<file path="src/rtl/fifo_wr_arbiter_pkg.sv">
// Shared definitions for the FIFO write-port arbiter and its helpers.
// The FIFO and the arbiter both default their word width from here.
package fifo_wr_arbiter_pkg;

  // Arbiter FSM encoding
  typedef enum logic {
    ST_IDLE  = 1'b0,
    ST_GRANT = 1'b1
  } arb_state_t;

  // Common defaults; WIDTH must match the FIFO data width
  localparam int DEFAULT_WIDTH     = 16;
  localparam int DEFAULT_NUM_REQ   = 4;
  localparam int DEFAULT_MAX_BURST = 4;

  // (base + off) modulo n, valid for base < n and off <= n
  function automatic int wrap_add(input int base, input int off, input int n);
    int sum;
    sum = base + off;
    if (sum >= n) begin
      sum = sum - n;
    end
    return sum;
  endfunction

endpackage

</file>
<file path="src/rtl/fifo_wr_arbiter_rr_pick.sv">
// Round-robin pick: searches req starting just after last_idx, wrapping
// around, and returns the first requesting index. Purely combinational.
module fifo_wr_arbiter_rr_pick
  import fifo_wr_arbiter_pkg::*;
#(
  parameter int NUM_REQ = DEFAULT_NUM_REQ,
  parameter int IDX_W   = $clog2(NUM_REQ)
) (
  input  logic [NUM_REQ-1:0] req,
  input  logic [IDX_W-1:0]   last_idx,
  output logic [IDX_W-1:0]   pick_idx,
  output logic               pick_valid
);

  // Candidate gi is the (gi+1)-th index after last_idx, so candidate 0 has
  // the highest priority and last_idx itself (candidate NUM_REQ-1) the lowest.
  logic [IDX_W-1:0]   cand_idx [NUM_REQ];
  logic [NUM_REQ-1:0] cand_hit;

  genvar gi;
  generate
    for (gi = 0; gi < NUM_REQ; gi++) begin : g_cand
      assign cand_idx[gi] = IDX_W'(wrap_add(int'(last_idx), gi + 1, NUM_REQ));
      assign cand_hit[gi] = req[cand_idx[gi]];
    end
  endgenerate

  // Priority encode over the rotated candidates; lowest candidate wins
  always_comb begin
    pick_idx   = '0;
    pick_valid = 1'b0;
    for (int k = NUM_REQ - 1; k >= 0; k--) begin
      if (cand_hit[k]) begin
        pick_idx   = cand_idx[k];
        pick_valid = 1'b1;
      end
    end
  end

endmodule

</file>
<file path="src/rtl/fifo_wr_arbiter.sv">
// Burst-based round-robin arbiter sharing one FIFO write port between
// NUM_REQ producers. A grant lasts up to MAX_BURST accepted words or until
// the producer drops req; every grant is followed by one IDLE cycle.
module fifo_wr_arbiter
  import fifo_wr_arbiter_pkg::*;
#(
  parameter int NUM_REQ   = DEFAULT_NUM_REQ,
  parameter int WIDTH     = DEFAULT_WIDTH,
  parameter int MAX_BURST = DEFAULT_MAX_BURST,
  parameter int IDX_W     = $clog2(NUM_REQ),
  parameter int CNT_W     = $clog2(MAX_BURST + 1)
) (
  input  logic                     clk,
  input  logic                     rst,
  input  logic [NUM_REQ-1:0]       req,
  input  logic [NUM_REQ*WIDTH-1:0] req_data,
  input  logic                     fifo_full,
  output logic                     fifo_we,
  output logic [WIDTH-1:0]         fifo_data,
  output logic [NUM_REQ-1:0]       ack,
  output logic [NUM_REQ-1:0]       grant,
  output logic                     busy
);

  arb_state_t         state_reg, state_next;
  logic [NUM_REQ-1:0] grant_reg, grant_next;
  logic [IDX_W-1:0]   last_idx_reg, last_idx_next;
  logic [CNT_W-1:0]   burst_cnt_reg, burst_cnt_next;

  logic [WIDTH-1:0]   req_words [NUM_REQ];
  logic [NUM_REQ-1:0] pick_onehot;
  logic [IDX_W-1:0]   pick_idx;
  logic               pick_valid;
  logic               word_ok;
  logic               burst_last;

  genvar gi;
  generate
    for (gi = 0; gi < NUM_REQ; gi++) begin : g_lane
      assign req_words[gi]   = req_data[gi*WIDTH +: WIDTH];
      assign pick_onehot[gi] = (pick_idx == IDX_W'(gi));
      // grant_reg is one-hot in GRANT, so only the owner can see an ack
      assign ack[gi]         = fifo_we & grant_reg[gi];
    end
  endgenerate

  fifo_wr_arbiter_rr_pick #(
    .NUM_REQ (NUM_REQ),
    .IDX_W   (IDX_W)
  ) u_rr_pick (
    .req        (req),
    .last_idx   (last_idx_reg),
    .pick_idx   (pick_idx),
    .pick_valid (pick_valid)
  );

  // While granted, last_idx_reg is the owner's index. fifo_full is used
  // unregistered, so a word is only taken when the FIFO can accept it now.
  assign word_ok    = (state_reg == ST_GRANT) & req[last_idx_reg] & ~fifo_full;
  assign burst_last = (burst_cnt_reg == CNT_W'(MAX_BURST - 1));

  // State register; async reset aborts any burst and parks priority so that
  // producer 0 is searched first
  always_ff @(posedge clk or negedge rst) begin
    if (!rst) begin
      state_reg     <= ST_IDLE;
      grant_reg     <= '0;
      last_idx_reg  <= IDX_W'(NUM_REQ - 1);
      burst_cnt_reg <= '0;
    end else begin
      state_reg     <= state_next;
      grant_reg     <= grant_next;
      last_idx_reg  <= last_idx_next;
      burst_cnt_reg <= burst_cnt_next;
    end
  end

  // Next-state: arbitrate in IDLE, count words and decide release in GRANT
  always_comb begin
    state_next     = state_reg;
    grant_next     = grant_reg;
    last_idx_next  = last_idx_reg;
    burst_cnt_next = burst_cnt_reg;
    case (state_reg)
      ST_IDLE: begin
        if (pick_valid) begin
          state_next     = ST_GRANT;
          grant_next     = pick_onehot;
          last_idx_next  = pick_idx;
          burst_cnt_next = '0;
        end
      end
      ST_GRANT: begin
        if (word_ok) begin
          burst_cnt_next = burst_cnt_reg + CNT_W'(1);
        end
        // Release on a full burst or when the owner stops requesting; a
        // stall on fifo_full alone keeps the grant.
        if ((word_ok && burst_last) || !req[last_idx_reg]) begin
          state_next     = ST_IDLE;
          grant_next     = '0;
          burst_cnt_next = '0;
        end
      end
      default: begin
        state_next     = ST_IDLE;
        grant_next     = '0;
        burst_cnt_next = '0;
      end
    endcase
  end

  // Outputs: write port driven only in GRANT; data bus held at zero otherwise
  always_comb begin
    fifo_we   = 1'b0;
    fifo_data = '0;
    busy      = 1'b0;
    if (state_reg == ST_GRANT) begin
      busy    = 1'b1;
      fifo_we = word_ok;
      if (word_ok) begin
        fifo_data = req_words[last_idx_reg];
      end
    end
  end

  assign grant = grant_reg;

endmodule

</file>
<file path="config.mk">
export PLATFORM = sky130hd
export DESIGN_NAME = fifo_wr_arbiter
export DESIGN_NICKNAME = d
export VERILOG_FILES = /design/src/rtl/fifo_wr_arbiter_pkg.sv /design/src/rtl/fifo_wr_arbiter_rr_pick.sv /design/src/rtl/fifo_wr_arbiter.sv
export SDC_FILE = /design/constraint.sdc
export NUM_CORES = 1
export LEC_CHECK = 0
export CORE_MARGIN = 3
export CORE_UTILIZATION = 33
export CTS_CLUSTER_SIZE = 12
export DETAILED_ROUTE_END_ITERATION = 16
export GPL_TIMING_DRIVEN = 0
export PLACE_DENSITY_LB_ADDON = 0.05
export SETUP_SLACK_MARGIN = 0.02
export SLEW_MARGIN = 20
export SYNTH_ARGS = -nofsm -noshare
export SYNTH_HDL_FRONTEND = slang
export SYNTH_SLANG_ARGS = --single-unit
</file>
<file path="constraint.sdc">
create_clock -name clk -period 2.43 [get_ports clk]
set_input_delay 0.3645 -clock clk [delete_from_list [all_inputs] [get_ports clk]]
set_output_delay 0.3645 -clock clk [all_outputs]
set_load 0.005 [all_outputs]
</file>
==> reports/metrics.csv, run 1 <==
metric,value,unit
ant_nets,0,
overflow,0,
start_kind,flop,
clk_path_buf_depth,2,
timing.final.crit_share,0.977,
synth_top_family_by_area,multiplexers,
clk_pin_slew,0.07,ns
synthXorXnorAreaFrac,0,
synth_cell_type_count,34,
avgViaCountPerCell,5.11,
gp_congestion,0.758,
ios,97,
dr.pass1.iters,4,
setup_viol_count_final,0,
vias,1304,
antenna_found_initial,0,
max-slew-margin-rel,0.690,
synth.area.mux_share,0.352,
max_cap_viol_count,0,
synth_fa_ha_area_frac,0.0214,
stdcell_count,255,
drt_iter0_markers,55,
multi_input_area,837,um^2
power_density,819,nW/um^2
synth_seq_cells,10,
place_hpwl,3490,um
drc,0,
grt_pass1_wl,6910,um
drive_gt1_frac,0.256,
drv_slew,0,
largest_register_ffs,4,
p_leak,1.05,nW
hold_viol,0,
finish.utilization,0.748,
rsz0062_at_grt,yes,
start_util,0.364,
num_rows,20,
synth_commonest_cells,"and2_1 (20), mux4_2 (9), dfrtp_1 (8)",
die_h,65.5,um
dieArea,4290,um^2
synthFlopType,dfrtp_1,
synth_top_area_frac,0.174,
synthSimpleGateAreaFrac,0.208,
end_kind,output pin,
worst_pin_slew,0.462,ns
netlist_instances,96,
synth.net_count,169,
worstSetupPathType,reg2out,
numCtsBuffers,3,
cts_tree,built,
fmax,0.421,GHz
synth_most_common_cell,and2_1,
dpl.cell_count,236,
synth-edff-count,0,
cts.hold.buffers_added,0,
htreeDepth,1,
postSynthAreaPerCell,12.2,um^2
tns,0,ns
cts_root_buf,clkbuf_4,
wl,4540,um
ir_worst_vdd,726,uV
nets,285,
grt_start_max_net_pins,11,
ys_warn_count,0,
io_buffers,96,
wl_per_cell,17.8,um
regArea,253,um^2
ys_seq_area_frac,0.217,
cp_max_fo,4,
core,3200,um^2
die_w,65.5,um
status,finished clean,
yosysTopAreaCell,mux4_2,
ys_async_sr_fraction,1.00,
syn_to_final_growth,105,%
grt_use_total,0.206,
diodes,0,
required,2.07,ns
synth-compound-area-share,0.133,
cp.arrival,2.01,ns
nFillCells,250,
synth_area_leaders,"mux4_2 (17%), dfrtp_1 (17%), mux4_1 (16%), and2_1 (11%), dfstp_2 (4.5%)",
grt_pass1_vias,1269,
fin_worst_skew,0.00144,ns
clkLatencyLatePin,0.27,ns
period_needed,2.37,ns
clkSinkCount,10,
syn_area,1170,um^2
hold_class,in2async,
where the power goes:
| part | switching (mW) | internal, mW |
|---|---|---|
| clock network | 0.0626 | 0.0910 |
| logic | 0.524 | 0.978 |
| registers | 0.0615 | 0.245 |
| total | 0.648 | 1.31 |
critical path, cell delays in order, from the launching register on:
cell	delay (ns)
dfstp_2	0.56
buf_8	0.14
clkbuf_16	0.14
mux4_2	0.49
and2_1	0.16
dlygate4sd2_1	0.26
routing by layer:
| metal | vias up | wire length, um | GRT usage |
|---|---|---|---|
| li1 | 607 | - | - |
| met4 | 0 | 19 | 0.0181 |
| met1 | 629 | 1950 | 0.269 |
| met3 | 4 | 363 | 0.0513 |
| met5 | - | 0 | 0 |
| met2 | 64 | 2210 | 0.358 |
area by class of cell:
type / count / area share
tap: 44 / 0.0230
multi-input combinational: 75 / 0.350
timing repair buffer: 111 / 0.461
clock buffer: 4 / 0.0152
inverter: 4 / 0.00627
buffer: 7 / 0.0397
sequential: 10 / 0.106
through the flow:
step	hold slack (ns)	setup slack [ns]	total power, mW	cell area, um^2
floorplan	0.0689	0.579	1.03	1170
global placement	0.481	-0.288	1.47	2180
detailed placement	0.488	-0.334	1.51	2180
CTS	0.421	0.0208	1.87	2340
global route	0.427	0.00374	2.09	2390
finish	0.402	0.0567	1.96	2390
cell usage in the layout, fill, tap and decap left out, types with 3 or more instances in the layout:
cell type / count
nor2_1: 3
buf_12: 3
inv_1: 4
nand2b_1: 3
o2bb2ai_1: 3
and2_1: 19
mux4_2: 12
dfrtp_1: 8
buf_6: 4
clkdlybuf4s50_1: 71
buf_4: 12
a22o_1: 4
mux4_1: 4
dlygate4sd2_1: 10
nand2_1: 3
clkdlybuf4s15_1: 12
clkbuf_4: 3
kinds of logic after synthesis:
family | Yosys count
AND/OR/NAND/NOR | 38
multiplexers | 18
AO/OA/AOI/OAI | 17
buffers and inverters | 11
flip-flops | 10
adder cells (fa/ha/maj) | 2
repair_timing:
item                                    in CTS  in global routing
gates resized for setup                     30                 24
setup buffers                               13                  1
cloned                                       0                  2
endpoints found under the setup margin      21                 24
pin swaps                                    2                  2
worst paths after layout:
kind,start,endpoint,slack (ns),cells after the start
max,last_idx_reg[0],fifo_data[8],0.06,5
min,rst,burst_cnt_reg[1],0.40,1
max reg2reg,last_idx_reg[1],burst_cnt_reg[0],0.12,11
min reg2reg,burst_cnt_reg[1],burst_cnt_reg[1],0.50,1
max in group asynchronous,rst,last_idx_reg[0],1.69,1
min in group clk,burst_cnt_reg[1],burst_cnt_reg[1],0.50,1
(Power assumes the default switching activity.)
==> inputs of run 2 (changes only) <==
--- a/config.mk
+++ b/config.mk
@@ -12,7 +12,6 @@
 export GPL_TIMING_DRIVEN = 0
 export PLACE_DENSITY_LB_ADDON = 0.05
 export SETUP_SLACK_MARGIN = 0.02
-export SLEW_MARGIN = 20
 export SYNTH_ARGS = -nofsm -noshare
 export SYNTH_HDL_FRONTEND = slang
 export SYNTH_SLANG_ARGS = --single-unit
==> results of run 2 <==
Final layout, timing and power as in run 1 (identical DEF).
==> inputs of run 3 (changes only) <==
--- a/config.mk
+++ b/config.mk
@@ -11,7 +11,7 @@
 export DETAILED_ROUTE_END_ITERATION = 16
 export GPL_TIMING_DRIVEN = 0
 export PLACE_DENSITY_LB_ADDON = 0.05
-export SETUP_SLACK_MARGIN = 0.02
+export SETUP_SLACK_MARGIN = 0.3
 export SYNTH_ARGS = -nofsm -noshare
 export SYNTH_HDL_FRONTEND = slang
 export SYNTH_SLANG_ARGS = --single-unit
==> reports/metrics.csv, run 3 (same netlist as run 1, synthesis figures left out) <==
metric,value,unit,change
cts_tree,built,,unchanged
power_density,882,nW/um^2,was 819 nW/um^2
antenna_found_initial,0,,unchanged
overflow,0,,unchanged
diodes,0,,unchanged
status,finished clean,,unchanged
cp.arrival,2.47,ns,was 2.01 ns
wl_per_cell,18.7,um,was 17.8 um
timing.final.crit_share,0.947,,was 0.977
setup_viol_count_final,0,,unchanged
grt_pass1_wl,7510,um,was 6910 um
worst-r2r-setup-slack,0.13,ns,was 0.12 ns
gp_congestion,0.758,,unchanged
tns,0,ns,unchanged
required,2.60,ns,was 2.07 ns
nFillCells,253,,was 250
htreeDepth,1,,unchanged
place_hpwl,3490,um,unchanged
ant_nets,0,,unchanged
wl,4800,um,was 4540 um
dieArea,4290,um^2,unchanged
grt_use_total,0.230,,was 0.206
numCtsBuffers,3,,unchanged
clk_path_buf_depth,2,,unchanged
path_common_cell,buf_6,,
fin_ws,0.130,ns,was 0.0567 ns
drt_iter0_markers,57,,was 55
period_needed,2.30,ns,was 2.37 ns
cts_root_buf,clkbuf_4,,unchanged
largest_register_ffs,4,,unchanged
start_util,0.364,,unchanged
syn_to_final_growth,106,%,was 105%
cp_slowest_cell,dfstp_2,,unchanged
p_leak,1.04,nW,was 1.05 nW
max-slew-margin-rel,0.652,,was 0.690
pre_cts_ws,-0.334,ns,unchanged
die_w,65.5,um,unchanged
drv_slew,0,,unchanged
drc,0,,unchanged
clk_pin_slew,0.08,ns,was 0.07 ns
final_common_cell,clkdlybuf4s50_1,,unchanged
end_kind,flop,,was output pin
avgViaCountPerCell,5.07,,was 5.11
worst_pin_slew,0.517,ns,was 0.462 ns
worstSetupPathType,reg2reg,,was reg2out
rsz0062_at_grt,yes,,unchanged
p_total,2.12,mW,was 1.96 mW
hold_class,in2async,,unchanged
clkSinkCount,10,,unchanged
die_h,65.5,um,unchanged
grt_start_max_net_pins,11,,unchanged
mostFrequentLayoutCells,"clkdlybuf4s50_1 (71), buf_6 (21), mux4_2 (16)",,"was clkdlybuf4s50_1 (71), and2_1 (19), mux4_2 (12), buf_4 (12), clkdlybuf4s15_1 (12)"
fmax,0.435,GHz,was 0.421 GHz
start_kind,flop,,unchanged
clkLatencyLatePin,0.28,ns,was 0.27 ns
drive_gt1_frac,0.408,,was 0.256
max_cap_viol_count,0,,unchanged
core,3200,um^2,unchanged
nets,287,,was 285
ir_worst_vdd,738,uV,was 726 uV
cpPeakStageDelay,0.54,ns,was 0.56 ns
cp_max_fo,5,,was 4
num_rows,20,,unchanged
dr.pass1.iters,4,,unchanged
path_cells,"buf_6, mux2i_4, o22ai_2, buf_4, buf_6, buf_6, buf_6, buf_6, buf_6, buf_6, a22o_1, a32o_1",,"was buf_8, clkbuf_16, mux4_2, and2_1, dlygate4sd2_1"
hold_viol,0,,unchanged
grt_pass1_vias,1357,,was 1269
vias,1303,,was 1304
ios,97,,unchanged
io_buffers,96,,unchanged
fin_worst_skew,0.00488,ns,was 0.00144 ns
==> run 3: cell types whose count changed in the layout (fill, tap and decap cells not counted), sizes merged <==
cell / change
clkbuf: -2
clkdlybuf4s15: -12
buf: +24
dlygate4sd2: -6
dlymetal6s2s: -2
==> run 3: area by class of cell <==
cell class              instances  area [um^2]  area share
repair buffers                113         1110       0.460
multi-input cells              75          845       0.351
flip-flops and latches         10          253       0.105
plain buffers                   7         95.1      0.0395
well taps                      44         55.1      0.0229
clock buffers                   4         36.3      0.0151
inverters                       4         15.0     0.00624
==> run 3: critical path, delay by kind of cell, from the launching register on <==
| family | cells | cell delay, ns |
|---|---|---|
| DFF | 1 | 0.54 |
| muxes | 1 | 0.24 |
| buffers and inverters | 8 | 0.88 |
| AOI/OAI and AO/OA | 3 | 0.54 |
==> run 3: what timing repair did <==
item | in CTS | in global routing
setup endpoints to repair | 21 | 28
hold buffers | 0 | 0
resized for setup | 132 | 1
pin swaps | 16 | 0
gates cloned | 3 | 0
buffers inserted | 14 | 0
==> run 3: where the power goes <==
group,leakage (nW),switching (mW),internal [mW]
logic,0.892,0.570,1.08
clock network,0.0210,0.0683,0.0912
registers,0.127,0.0627,0.245
==> run 3: layer usage <==
layer | GRT usage | routed length [um]
met5 | 0 | 0
met4 | 0.0337 | 36
met3 | 0.0530 | 456
met2 | 0.412 | 2390
met1 | 0.285 | 1910
==> run 3: path summary, 6_finish.rpt <==
| check | from | end | depth (start not counted) |
|---|---|---|---|
| worst max-delay path | last_idx_reg[1] | burst_cnt_reg[1] | 12 |
| worst min-delay path | rst | burst_cnt_reg[0] | 1 |
| worst max register to register | last_idx_reg[1] | burst_cnt_reg[1] | 12 |
| worst min register to register | burst_cnt_reg[1] | burst_cnt_reg[1] | 1 |
| max in group asynchronous | rst | last_idx_reg[0] | 1 |
| min in group clk | burst_cnt_reg[1] | burst_cnt_reg[1] | 1 |
==> run 3: through the flow <==
stage / instances / hold WS [ns] / util / area [um^2]
after floorplan: 96 / 0.0689 / - / 1170
after global placement: 236 / 0.481 / 0.682 / 2180
after detailed placement: 236 / 0.488 / 0.682 / 2180
after CTS: 257 / 0.421 / 0.752 / 2410
after global routing: 257 / 0.414 / 0.751 / 2410
final: 257 / 0.399 / 0.751 / 2410
